--- src/rtl/mem_port_arbiter_if.sv ---
// Bundle of the fetch, load/store and memory-macro signals around mem_port_arbiter.
// slave is the arbiter's view; master is the core-plus-memory view.
interface mem_port_arbiter_if #(
  parameter int AW = 8,
  parameter int DW = 32
);
  // Instruction-fetch port
  logic          if_req;
  logic [AW-1:0] if_addr;
  logic          if_gnt;
  logic          if_rvalid;
  logic [DW-1:0] if_rdata;
  logic          if_stall;

  // Load/store data port
  logic          d_req;
  logic          d_we;
  logic [AW-1:0] d_addr;
  logic [DW-1:0] d_wdata;
  logic [3:0]    d_be;
  logic          d_gnt;
  logic          d_rvalid;
  logic [DW-1:0] d_rdata;

  // Memory macro side
  logic          mem_en;
  logic          mem_we;
  logic [AW-3:0] mem_addr;
  logic [DW-1:0] mem_wdata;
  logic [3:0]    mem_be;
  logic [DW-1:0] mem_rdata;

  modport slave (
    input  if_req, if_addr,
    output if_gnt, if_rvalid, if_rdata, if_stall,
    input  d_req, d_we, d_addr, d_wdata, d_be,
    output d_gnt, d_rvalid, d_rdata,
    output mem_en, mem_we, mem_addr, mem_wdata, mem_be,
    input  mem_rdata
  );

  modport master (
    output if_req, if_addr,
    input  if_gnt, if_rvalid, if_rdata, if_stall,
    output d_req, d_we, d_addr, d_wdata, d_be,
    input  d_gnt, d_rvalid, d_rdata,
    input  mem_en, mem_we, mem_addr, mem_wdata, mem_be,
    output mem_rdata
  );
endinterface

--- src/rtl/mem_port_arbiter.sv ---
// Arbitrates one single-ported unified memory between instruction fetch and
// load/store. Data wins by default; after MAX_STREAK consecutive data grants
// with fetch waiting, fetch is granted once so the core keeps fetching.
// Read responses come back one cycle after the grant, steered by an owner FSM.
module mem_port_arbiter #(
  parameter int AW         = 8,
  parameter int DW         = 32,
  parameter int MAX_STREAK = 4
) (
  input  logic                clk,
  input  logic                rst,
  mem_port_arbiter_if.slave   bus
);

  localparam logic [3:0] STREAK_MAX = 4'(MAX_STREAK);

  typedef enum logic [1:0] {
    OWN_NONE  = 2'd0,
    OWN_IF_RD = 2'd1,
    OWN_D_RD  = 2'd2
  } owner_t;

  owner_t     owner_p1;
  owner_t     owner_nxt;
  logic [3:0] streak_p1;
  logic [3:0] streak_nxt;
  logic       fetch_turn;
  logic       if_gnt;
  logic       d_gnt;

  // Saturating increment: the counter sticks at the limit instead of wrapping.
  function automatic logic [3:0] streak_sat_inc(input logic [3:0] cur);
    if (cur >= STREAK_MAX) return STREAK_MAX;
    return cur + 4'd1;
  endfunction

  // Grant: data first, fetch only alone or once the data streak has hit its limit.
  always_comb begin
    fetch_turn = (streak_p1 == STREAK_MAX);
    d_gnt      = rst & bus.d_req & ~(bus.if_req & fetch_turn);
    if_gnt     = rst & bus.if_req & (~bus.d_req | fetch_turn);
  end

  assign bus.if_gnt   = if_gnt;
  assign bus.d_gnt    = d_gnt;
  assign bus.if_stall = bus.if_req & ~if_gnt;

  // Memory mux: the granted port drives the macro; idle cycles present all zeros.
  always_comb begin
    bus.mem_en    = if_gnt | d_gnt;
    bus.mem_we    = 1'b0;
    bus.mem_addr  = '0;
    bus.mem_wdata = '0;
    bus.mem_be    = 4'h0;
    if (d_gnt) begin
      bus.mem_we    = bus.d_we;
      bus.mem_addr  = bus.d_addr[AW-1:2];
      bus.mem_wdata = bus.d_wdata;
      bus.mem_be    = bus.d_be;
    end else if (if_gnt) begin
      bus.mem_addr  = bus.if_addr[AW-1:2];
      bus.mem_be    = 4'hF;
    end
  end

  // Streak next value: count data grants that made a waiting fetch wait longer.
  always_comb begin
    streak_nxt = streak_p1;
    if (if_gnt || !bus.if_req) begin
      streak_nxt = 4'd0;
    end else if (d_gnt) begin
      streak_nxt = streak_sat_inc(streak_p1);
    end
  end

  // Streak register.
  always_ff @(posedge clk or negedge rst) begin
    if (!rst) streak_p1 <= 4'd0;
    else      streak_p1 <= streak_nxt;
  end

  // Owner next state: remember which port's read is coming back next cycle.
  always_comb begin
    owner_nxt = OWN_NONE;
    if (if_gnt)                  owner_nxt = OWN_IF_RD;
    else if (d_gnt && !bus.d_we) owner_nxt = OWN_D_RD;
  end

  // Owner register; reset drops any in-flight read response.
  always_ff @(posedge clk or negedge rst) begin
    if (!rst) owner_p1 <= OWN_NONE;
    else      owner_p1 <= owner_nxt;
  end

  assign bus.if_rvalid = (owner_p1 == OWN_IF_RD);
  assign bus.d_rvalid  = (owner_p1 == OWN_D_RD);
  assign bus.if_rdata  = bus.mem_rdata;
  assign bus.d_rdata   = bus.mem_rdata;

endmodule

--- src/flat_wrapper.sv ---
// flat-port wrapper written by rule: the top's interface ports become plain ports
module mem_port_arbiter_flat 
#(
  parameter int AW         = 8,
  parameter int DW         = 32,
  parameter int MAX_STREAK = 4
)
  (clk, rst, bus_if_req, bus_if_addr, bus_if_gnt, bus_if_rvalid, bus_if_rdata, bus_if_stall, bus_d_req, bus_d_we, bus_d_addr, bus_d_wdata, bus_d_be, bus_d_gnt, bus_d_rvalid, bus_d_rdata, bus_mem_en, bus_mem_we, bus_mem_addr, bus_mem_wdata, bus_mem_be, bus_mem_rdata);
  mem_port_arbiter_if #(.AW(AW), .DW(DW)) bus_i ();
  input  logic clk;
  input  logic rst;
  input wire logic [$bits(bus_i.if_req)-1:0] bus_if_req;
  input wire logic [$bits(bus_i.if_addr)-1:0] bus_if_addr;
  output wire logic [$bits(bus_i.if_gnt)-1:0] bus_if_gnt;
  output wire logic [$bits(bus_i.if_rvalid)-1:0] bus_if_rvalid;
  output wire logic [$bits(bus_i.if_rdata)-1:0] bus_if_rdata;
  output wire logic [$bits(bus_i.if_stall)-1:0] bus_if_stall;
  input wire logic [$bits(bus_i.d_req)-1:0] bus_d_req;
  input wire logic [$bits(bus_i.d_we)-1:0] bus_d_we;
  input wire logic [$bits(bus_i.d_addr)-1:0] bus_d_addr;
  input wire logic [$bits(bus_i.d_wdata)-1:0] bus_d_wdata;
  input wire logic [$bits(bus_i.d_be)-1:0] bus_d_be;
  output wire logic [$bits(bus_i.d_gnt)-1:0] bus_d_gnt;
  output wire logic [$bits(bus_i.d_rvalid)-1:0] bus_d_rvalid;
  output wire logic [$bits(bus_i.d_rdata)-1:0] bus_d_rdata;
  output wire logic [$bits(bus_i.mem_en)-1:0] bus_mem_en;
  output wire logic [$bits(bus_i.mem_we)-1:0] bus_mem_we;
  output wire logic [$bits(bus_i.mem_addr)-1:0] bus_mem_addr;
  output wire logic [$bits(bus_i.mem_wdata)-1:0] bus_mem_wdata;
  output wire logic [$bits(bus_i.mem_be)-1:0] bus_mem_be;
  input wire logic [$bits(bus_i.mem_rdata)-1:0] bus_mem_rdata;
  assign bus_i.if_req = bus_if_req;
  assign bus_i.if_addr = bus_if_addr;
  assign bus_if_gnt = bus_i.if_gnt;
  assign bus_if_rvalid = bus_i.if_rvalid;
  assign bus_if_rdata = bus_i.if_rdata;
  assign bus_if_stall = bus_i.if_stall;
  assign bus_i.d_req = bus_d_req;
  assign bus_i.d_we = bus_d_we;
  assign bus_i.d_addr = bus_d_addr;
  assign bus_i.d_wdata = bus_d_wdata;
  assign bus_i.d_be = bus_d_be;
  assign bus_d_gnt = bus_i.d_gnt;
  assign bus_d_rvalid = bus_i.d_rvalid;
  assign bus_d_rdata = bus_i.d_rdata;
  assign bus_mem_en = bus_i.mem_en;
  assign bus_mem_we = bus_i.mem_we;
  assign bus_mem_addr = bus_i.mem_addr;
  assign bus_mem_wdata = bus_i.mem_wdata;
  assign bus_mem_be = bus_i.mem_be;
  assign bus_i.mem_rdata = bus_mem_rdata;
  mem_port_arbiter #(.AW(AW), .DW(DW), .MAX_STREAK(MAX_STREAK)) u_core (.clk(clk), .rst(rst), .bus(bus_i));
endmodule
--- config.mk ---
export PLATFORM = sky130hd
export DESIGN_NAME = mem_port_arbiter_flat
export DESIGN_NICKNAME = d
export VERILOG_FILES = /design/src/rtl/mem_port_arbiter_if.sv /design/src/rtl/mem_port_arbiter.sv /design/src/flat_wrapper.sv
export SDC_FILE = /design/constraint.sdc
export NUM_CORES = 1
export LEC_CHECK = 0
export BUFFER_PORTS_ARGS = -buffer_cell sky130_fd_sc_hd__buf_2
export CORE_AREA = 2 2 78 80
export CTS_CLUSTER_DIAMETER = 40
export CTS_CLUSTER_SIZE = 24
export DETAILED_ROUTE_END_ITERATION = 8
export DIE_AREA = 0 0 80 82
export SLEW_MARGIN = 10
export SYNTH_ARGS = -nofsm -noshare
export SYNTH_HDL_FRONTEND = slang
export SYNTH_SLANG_ARGS = --single-unit
export TNS_END_PERCENT = 50
--- constraint.sdc ---
create_clock -name clk -period 5.4 [get_ports clk]
set_input_delay 1.08 -clock clk [delete_from_list [all_inputs] [get_ports clk]]
set_output_delay 1.08 -clock clk [all_outputs]
set_load 0.05 [all_outputs]
## Word-level counts from Yosys, hierarchy flattened

Index checks and enable logic that the tools add are counted.

- Multiply operators: 0
- $lt $le $gt $ge: 1
- Div/mod/pow operators: 0
- Shift-type cells: 0
- Add/subtract/negate cells: 1
- Multiplexer cells: 15
- Bitwise operators: 11
- Equality and inequality tests: 3
- Reduce and logical (&&, ||, !) cells: 5

Operators by type and width:

| cell | number |
|---|---|
| 32-bit two-way mux | 1 |
| 4-bit two-way mux | 6 |
| 6-bit two-way mux | 2 |
| 1-bit AND | 6 |
| 4-bit by 1-bit adder with 4-bit output, second input constant | 1 |
| 4-bit by 3-bit equality test with 1-bit output, second input constant | 1 |
| 4-bit by 3-bit greater-or-equal comparator with 1-bit output, second input constant | 1 |
| 1-bit two-way mux | 4 |
| 2-bit two-way mux | 2 |
| 1-bit NOT | 3 |
| 2-bit by 1-bit equality test with 1-bit output, second input constant | 1 |
| 2-bit equality test, second input constant | 1 |
| 1-bit logical NOT | 2 |
| 1-bit OR | 2 |
| 2-bit nonzero test | 1 |
| 1-bit logical AND | 1 |
| 1-bit logical OR | 1 |

- Latch bits: 0
- Bits of input ports: 89
- Bits in read-only memories: 0
- Register bits: 6
- Memories kept: 0
- RAM bits: 0
- Output and inout bits: 113
- Word-level logic and storage cells: 38

## Depth between registers and ports, before layout

Gate-level depths: netlist of run 1.

- Depth after elaboration: 9
- Gate-level depth with buffers: 6

## Least setup slack after synthesis of run 1

No wires, ideal clock.

- Kind: input port to output port
- Start: input bus_d_req
- End: output bus_mem_wdata[21]
- Cell stages on the path: 5
- Arrival: 2.217 ns
- Required time: 4.320 ns
- Path slack: 2.103 ns
- Cell sequence: and2_1 > buf_6 > a21boi_4 > buf_6 > and2_1

- Cells in the longest elaborated chain, start to end: 3

Ends and longest elaborated chain:

| element | line | source |
|---|---|---|
| from (decl) | flat_wrapper.sv:18 | `input wire logic [$bits(bus_i.d_req)-1:0] bus_d_req;` |
| 1-bit AND (2 in series) | mem_port_arbiter.sv:40 | `d_gnt = rst & bus.d_req & ~(bus.if_req & fetch_turn);` |
| named net bus_d_gnt | flat_wrapper.sv:23 | `output wire logic [$bits(bus_i.d_gnt)-1:0] bus_d_gnt;` |
| 32-bit two-way mux | mem_port_arbiter.sv:55 | `if (d_gnt) begin` |
| to (decl) | flat_wrapper.sv:29 | `output wire logic [$bits(bus_i.mem_wdata)-1:0] bus_mem_wdata;` |

The timed path passes the listed nets, and every way through them passes these cells.

## Worst setup path after layout of run 1

- Start: input rst
- End: output bus_mem_addr[1]

- Cells in the longest elaborated chain, start to end: 4
- Elaborated cells between the ends (all ways): 6
- Classes of those cells: mux (2); bitwise (4)

Ends and longest elaborated chain:

| element | line | source |
|---|---|---|
| from (decl) | flat_wrapper.sv:11 | `input logic rst;` |
| 1-bit AND (2 in series) | mem_port_arbiter.sv:41 | `if_gnt = rst & bus.if_req & (~bus.d_req \| fetch_turn);` |
| 6-bit two-way mux | mem_port_arbiter.sv:60 | `end else if (if_gnt) begin` |
| 6-bit two-way mux (*) | mem_port_arbiter.sv:55 |  |
| to (decl) | flat_wrapper.sv:28 | `output wire logic [$bits(bus_i.mem_addr)-1:0] bus_mem_addr;` |

Every way passes the cells marked *; elsewhere a longest branch is shown, timed or not.

==> results of run 1 <==
-- cell type report --
cell class              count  area (sq um)
clock buffers               3          41.3
fillers                   661          4470
inverters                   4          15.0
multi-input cells          65           468
flip-flops and latches      6           150
well taps                  75          93.8
repair buffers            101           505
-- kinds of logic after synthesis --
kind of cell    Yosys count  share of synthesized area, %
buf+inv                  74                          47.4
fa+ha+maj                 2                          2.13
flops                     6                          12.8
simple gates             47                          24.8
compound gates           16                          12.9
-- synthesized netlist by cell type (2+ instances only) --
library cell | count | share of area, %
nor2_1 | 3 | 0.96
and2_1 | 34 | 18
a21o_1 | 4 | 2.6
and2b_1 | 2 | 1.3
ha_1 | 2 | 2.1
inv_1 | 4 | 1.3
a22o_2 | 5 | 4.3
nor2b_1 | 4 | 2.1
buf_6 | 5 | 4.8
dfrtp_1 | 6 | 13
and3_1 | 2 | 1.1
buf_4 | 64 | 41
-- state kept, by name (all words and copies together) (netlist names) --
| name | cells |
|---|---|
| u_core.streak_p1 | 4 |
| u_core.owner_p1 | 2 |
-- placed cells by master (no fill, tap or decap) --
master / count
a21boi_4: 1
a21o_1: 4
a22o_1: 1
a22o_2: 5
a31oi_1: 1
a32oi_1: 1
and2_1: 34
and2b_1: 2
and3_1: 2
and3b_1: 1
buf_2: 101
clkbuf_8: 3
dfrtp_1: 6
ha_1: 2
inv_1: 4
nor2_1: 3
nor2b_1: 4
o211a_1: 1
o21a_1: 1
o221a_2: 1
or2_2: 1
-- final timing paths --
path | from | endpoint | cells past startpoint
max reg2reg | u_core.streak_p1[0]$_DFFE_PN0P_ | u_core.owner_p1[1]$_DFF_PN0_ | 5
max in group asynchronous | rst | u_core.owner_p1[1]$_DFF_PN0_ | 1
min in group asynchronous | rst | u_core.streak_p1[0]$_DFFE_PN0P_ | 1
min reg2reg | u_core.streak_p1[3]$_DFFE_PN0P_ | u_core.streak_p1[3]$_DFFE_PN0P_ | 1
max | rst | bus_mem_addr[1] | 5
min | u_core.streak_p1[3]$_DFFE_PN0P_ | u_core.streak_p1[3]$_DFFE_PN0P_ | 1
-- layer usage --
layer / GRT usage [%] / vias to the layer above / wire length [microns]
met2: 12.4 / 86 / 1290
li1: - / 463 / -
met3: 2.42 / 11 / 448
met5: 0 / - / 0
met1: 7.72 / 394 / 971
met4: 5.59 / 0 / 95
-- power by group through the flow --
stage          clock [mW]  sequential, mW  combinational (mW)
4_1_cts            0.0686          0.0470               0.121
3_3_place_gp            0          0.0475               0.120
3_5_place_dp            0          0.0475               0.121
6_report           0.0660          0.0470               0.120
2_1_floorplan           0          0.0474               0.214
5_1_grt            0.0725          0.0472               0.128
==> metrics.txt, run 1 <==
Switching Share 44.1%; fin crit share 73.4%; Vias 954; Area Growth Syn to Fin 8.41%; crit-path max cell delay 0.73 ns; vias in the first global route 789; sequence of cells on the critical path buf_2 -> and2_1 -> a21boi_4 -> a22o_2 -> buf_2; R2R Setup Slk 3.61 ns; CP max FO 42; Clock Power Share 28.3%; Worst slew margin 45.4%; CTS Buf Count 3; Slew @ Worst Pin 0.817 ns; startpoint types input port; placed cell areas 1230 sq um; WP data required 4.32 ns; cell area after layout 1270 sq um; Logic pwr share 51.5%; sequential share of power 20.2%; vias per cell 3.76; Root Buffer clkbuf_8; post-route insts no fill 254; register area share after synthesis 12.8%; DR iter-0 viols 13; syn_nets 236; IO buf count 101; initial core utilization 20.4%; Final Max Tran Viols 0; Post-CTS Hold Buffers 0; Nets 272; All-Layer GR Usage 7.41%; worst skew pair latency 0.22 ns; Post-synth ARST share 100%; CP most frequent cell buf_2; antenna diode count 0; Die Footprint 6560 sq um; final core occ 22.2%; initial antenna violation count 0; clk sinks 6; cell area power density 183 nW/um^2; # setup viols final 0; Die Y 82 microns; distinct cell type count after synthesis 22; EDFF count, synth 0; CP max-delay cell a21boi_4; status finished, final reports clean; fraction of layout cells with a size suffix above 1 62.6%; dpl ws 1.38 ns; H-tree Lvls 1; placed cells 251; CTS-repair resized insts 0; Wirelength per Cell 11.0 microns; row count 28; CP delay by family, top compound AO/OA/AOI/OAI gates; WL final 2800 microns; Worst Setup Slack, final 1.43 ns; WP data arrival 2.89 ns; P_leak 0.826 nW; synthesized netlist cell count 145; Worst Setup End Kind output port; post-CTS setup buffers 0; first-pass GRT wire length 3720 microns; Sw Pwr 0.103 mW; Final Total Pwr 0.233 mW; Yosys warnings 0; Hold WS 0.559 ns; Initial DRT Pass Iterations 4; fin crit period 3.97 ns; clock buffer depth 2; Final Hold Violating Endpoints 0; peak supply drop 58.5 uV; post-route DRC violation count 0; Yosys reg bits 6; clk_skew 0.000198 ns; largest net degree at the start of global routing 43; clk slew on worst S/H paths 0.03 ns; GPL Wtd Cong 0.684; Pint 0.130 mW; # IOs 202; CP Buf/Inv Count 2; Core Area 5750 sq um; mean post-synth cell area 8.10 sq um; worst hold path class reg2reg; number of antenna-violating nets in the routed design 0; Die W 80 microns; kind of critical path in2out; predominant post-synthesis flop cell dfrtp_1; CTS tree built; max cap viols 0; achievable frequency 252 MHz; total gr overflow 0; Final TNS setup 0 ns; RSZ-0062 raised after global routing no; cell area after synthesis 1170 sq um
(Power assumes the default switching activity.)
==> run 2: changes to the inputs <==
- ABC_AREA: default -> 1
- clock period: 5.4 -> 3.8 ns (I/O delays scaled with it)
==> metrics.txt, run 2 <==
status finished, final reports clean; IO buf count 101 (unchanged); worst skew pair latency 0.22 ns (about the same); most instantiated cells after synthesis 67 x buf_4, 42 x inv_1, 40 x nor2_1, 35 x nand2_1, 6 x dfrtp_1; Core Area 5750 sq um (unchanged); fin crit share 72.5%; predominant post-synthesis flop cell dfrtp_1; Die Y 82 microns (unchanged); Nets 334 (+23%); cell taking the most area after synthesis buf_4; clk_skew 0.00146 ns (+0.00126 ns); achievable frequency 363 MHz; Area Growth Syn to Fin 10.4%; post-DP HPWL 2800 microns; EDFF count, synth 0 (unchanged); CP max FO 36 (-14%); Worst Setup End Kind output port; post-route DRC violation count 0 (unchanged); startpoint types input port; Final Hold Violating Endpoints 0 (unchanged); syn_nets 296 (+25%); Top reg by flops u_core.streak_p1; register area share after synthesis 12.4% (-0.41 points); cell area after synthesis 1210 sq um (+3.3%); peak supply drop 161 uV (+180%); cell area power density 258 nW/um^2 (+41%); clock buffer depth 2 (unchanged); DR iter-0 viols 8 (-5); max cap viols 0 (unchanged); Top Registers u_core.streak_p1 x4, u_core.owner_p1 x2; Vias 1171 (+23%); CTS-repair resized insts 0 (unchanged); # IOs 202 (unchanged); WL final 3330 microns (+19%); RSZ-0062 raised after global routing no; CTS Buf Count 3 (unchanged); CTS tree built; post-CTS setup buffers 0 (unchanged); first-pass GRT wire length 4700 microns (+26%); kind of critical path in2out; Post-synth ARST share 100% (unchanged); Die Footprint 6560 sq um (unchanged); antenna diode count 0 (unchanged); # setup viols final 0 (unchanged); synthesized netlist cell count 205 (+41%); top-area cell type share of the netlist area 41.4% (+0.55 points); number of antenna-violating nets in the routed design 0 (unchanged); worst hold path class in2async; All-Layer GR Usage 8.97% (+1.6 points); Final Total Pwr 0.346 mW (+49%); most common cell after layout, fill and taps aside buf_2; distinct cell type count after synthesis 13 (-41%); Slew @ Worst Pin 0.381 ns (-0.436 ns); Final Max Tran Viols 0 (unchanged); fraction of layout cells with a size suffix above 1 45.2% (-17 points); row count 28 (unchanged); Wirelength per Cell 10.5 microns (-4.5%); cell with the most instances after synthesis buf_4; clk slew on worst S/H paths 0.04 ns (about the same); P_leak 1.01 nW (+22%); max FFs per register 4 (unchanged); Worst slew margin 74.6% (+29 points); Post-CTS Hold Buffers 0 (unchanged); largest net degree at the start of global routing 37 (-14%); vias in the first global route 1062 (+35%); GPL Wtd Cong 0.740 (+8.2%); Yosys reg bits 6 (unchanged); synth top area cells buf_4 41%, inv_1 13%, dfrtp_1 12%; Yosys warnings 0 (unchanged); clk sinks 6 (unchanged); WP data arrival 2.00 ns (-0.89 ns); WP data required 3.04 ns (-1.28 ns); total gr overflow 0 (unchanged); commonest cells after routing, fill and taps aside 101 x buf_2, 42 x inv_1, 40 x nor2_1, 35 x nand2_1, 6 x dfrtp_1; H-tree Lvls 1 (unchanged); vias per cell 3.71 (-1.3%); Root Buffer clkbuf_8; Final TNS setup 0 ns (unchanged); mean post-synth cell area 5.92 sq um (-27%); Initial DRT Pass Iterations 2 (-2); initial core utilization 21.1% (+0.68 points); fin crit period 2.76 ns; initial antenna violation count 0 (unchanged); Die W 80 microns (unchanged)
## run 2: cells by family after synthesis
kind of cell / after synthesis / synth area share, %
DFF: 6 / 12.4
buffers and inverters: 112 / 56.0
adders and majority gates: 2 / 2.06
AOI/OAI and AO/OA: 3 / 2.37
and+or+nand+nor: 82 / 27.2
## run 2: worst paths after layout
path                                            startpoint                              end  slack (ns)  depth (start not counted)
max                                                    rst                  bus_mem_addr[5]        1.04                          8
max in group asynchronous                              rst     u_core.owner_p1[1]$_DFF_PN0_        3.24                          1
min                                                    rst  u_core.streak_p1[1]$_DFFE_PN0P_        0.38                          1
max reg2reg                u_core.streak_p1[0]$_DFFE_PN0P_  u_core.streak_p1[0]$_DFFE_PN0P_        2.42                          7
min in group clk           u_core.streak_p1[3]$_DFFE_PN0P_  u_core.streak_p1[3]$_DFFE_PN0P_        0.54                          2
min reg2reg                u_core.streak_p1[3]$_DFFE_PN0P_  u_core.streak_p1[3]$_DFFE_PN0P_        0.54                          2
## run 2: area by class of cell
class / count / area (sq um)
fillers: 700 / 4410
repair buffers: 101 / 505
multi-input cells: 87 / 384
inverters: 44 / 165
flip-flops and latches: 6 / 150
well taps: 75 / 93.8
clock buffers: 3 / 41.3
## run 2: per-stage QoR
stage                     setup WS [ns]  utilization [%]  instances  instance area, sq um  hold WS, ns
final                              1.04             23.3        316                  1340        0.381
after global routing              0.872             23.3        316                  1340        0.384
after CTS                         0.972             23.3        316                  1340        0.382
after detailed placement          0.974             22.6        313                  1300        0.545
after global placement             1.04             22.6        313                  1300        0.511
after floorplan                    1.27                -        205                  1210        0.464
## run 2: critical path, cell delays in order
cell and delay, ns:
buf_2 0.20, nand2_1 0.07, inv_1 0.09, nand2_4 0.22
inv_2 0.24, nand2_1 0.07, nand2_1 0.06, buf_2 0.27
## run 2: metal layers
layer	GRT usage [%]	up-vias	part of all wire (%)
met5	0	-	0
met4	4.58	0	5.0
met3	3.08	30	14
met2	14.8	83	43
met1	10.3	468	38
li1	-	590	-
## run 2: power by group
part           switching [mW]  internal, mW
registers             0.00186        0.0669
clock network          0.0263        0.0679
logic                   0.134        0.0487
total                   0.162         0.184
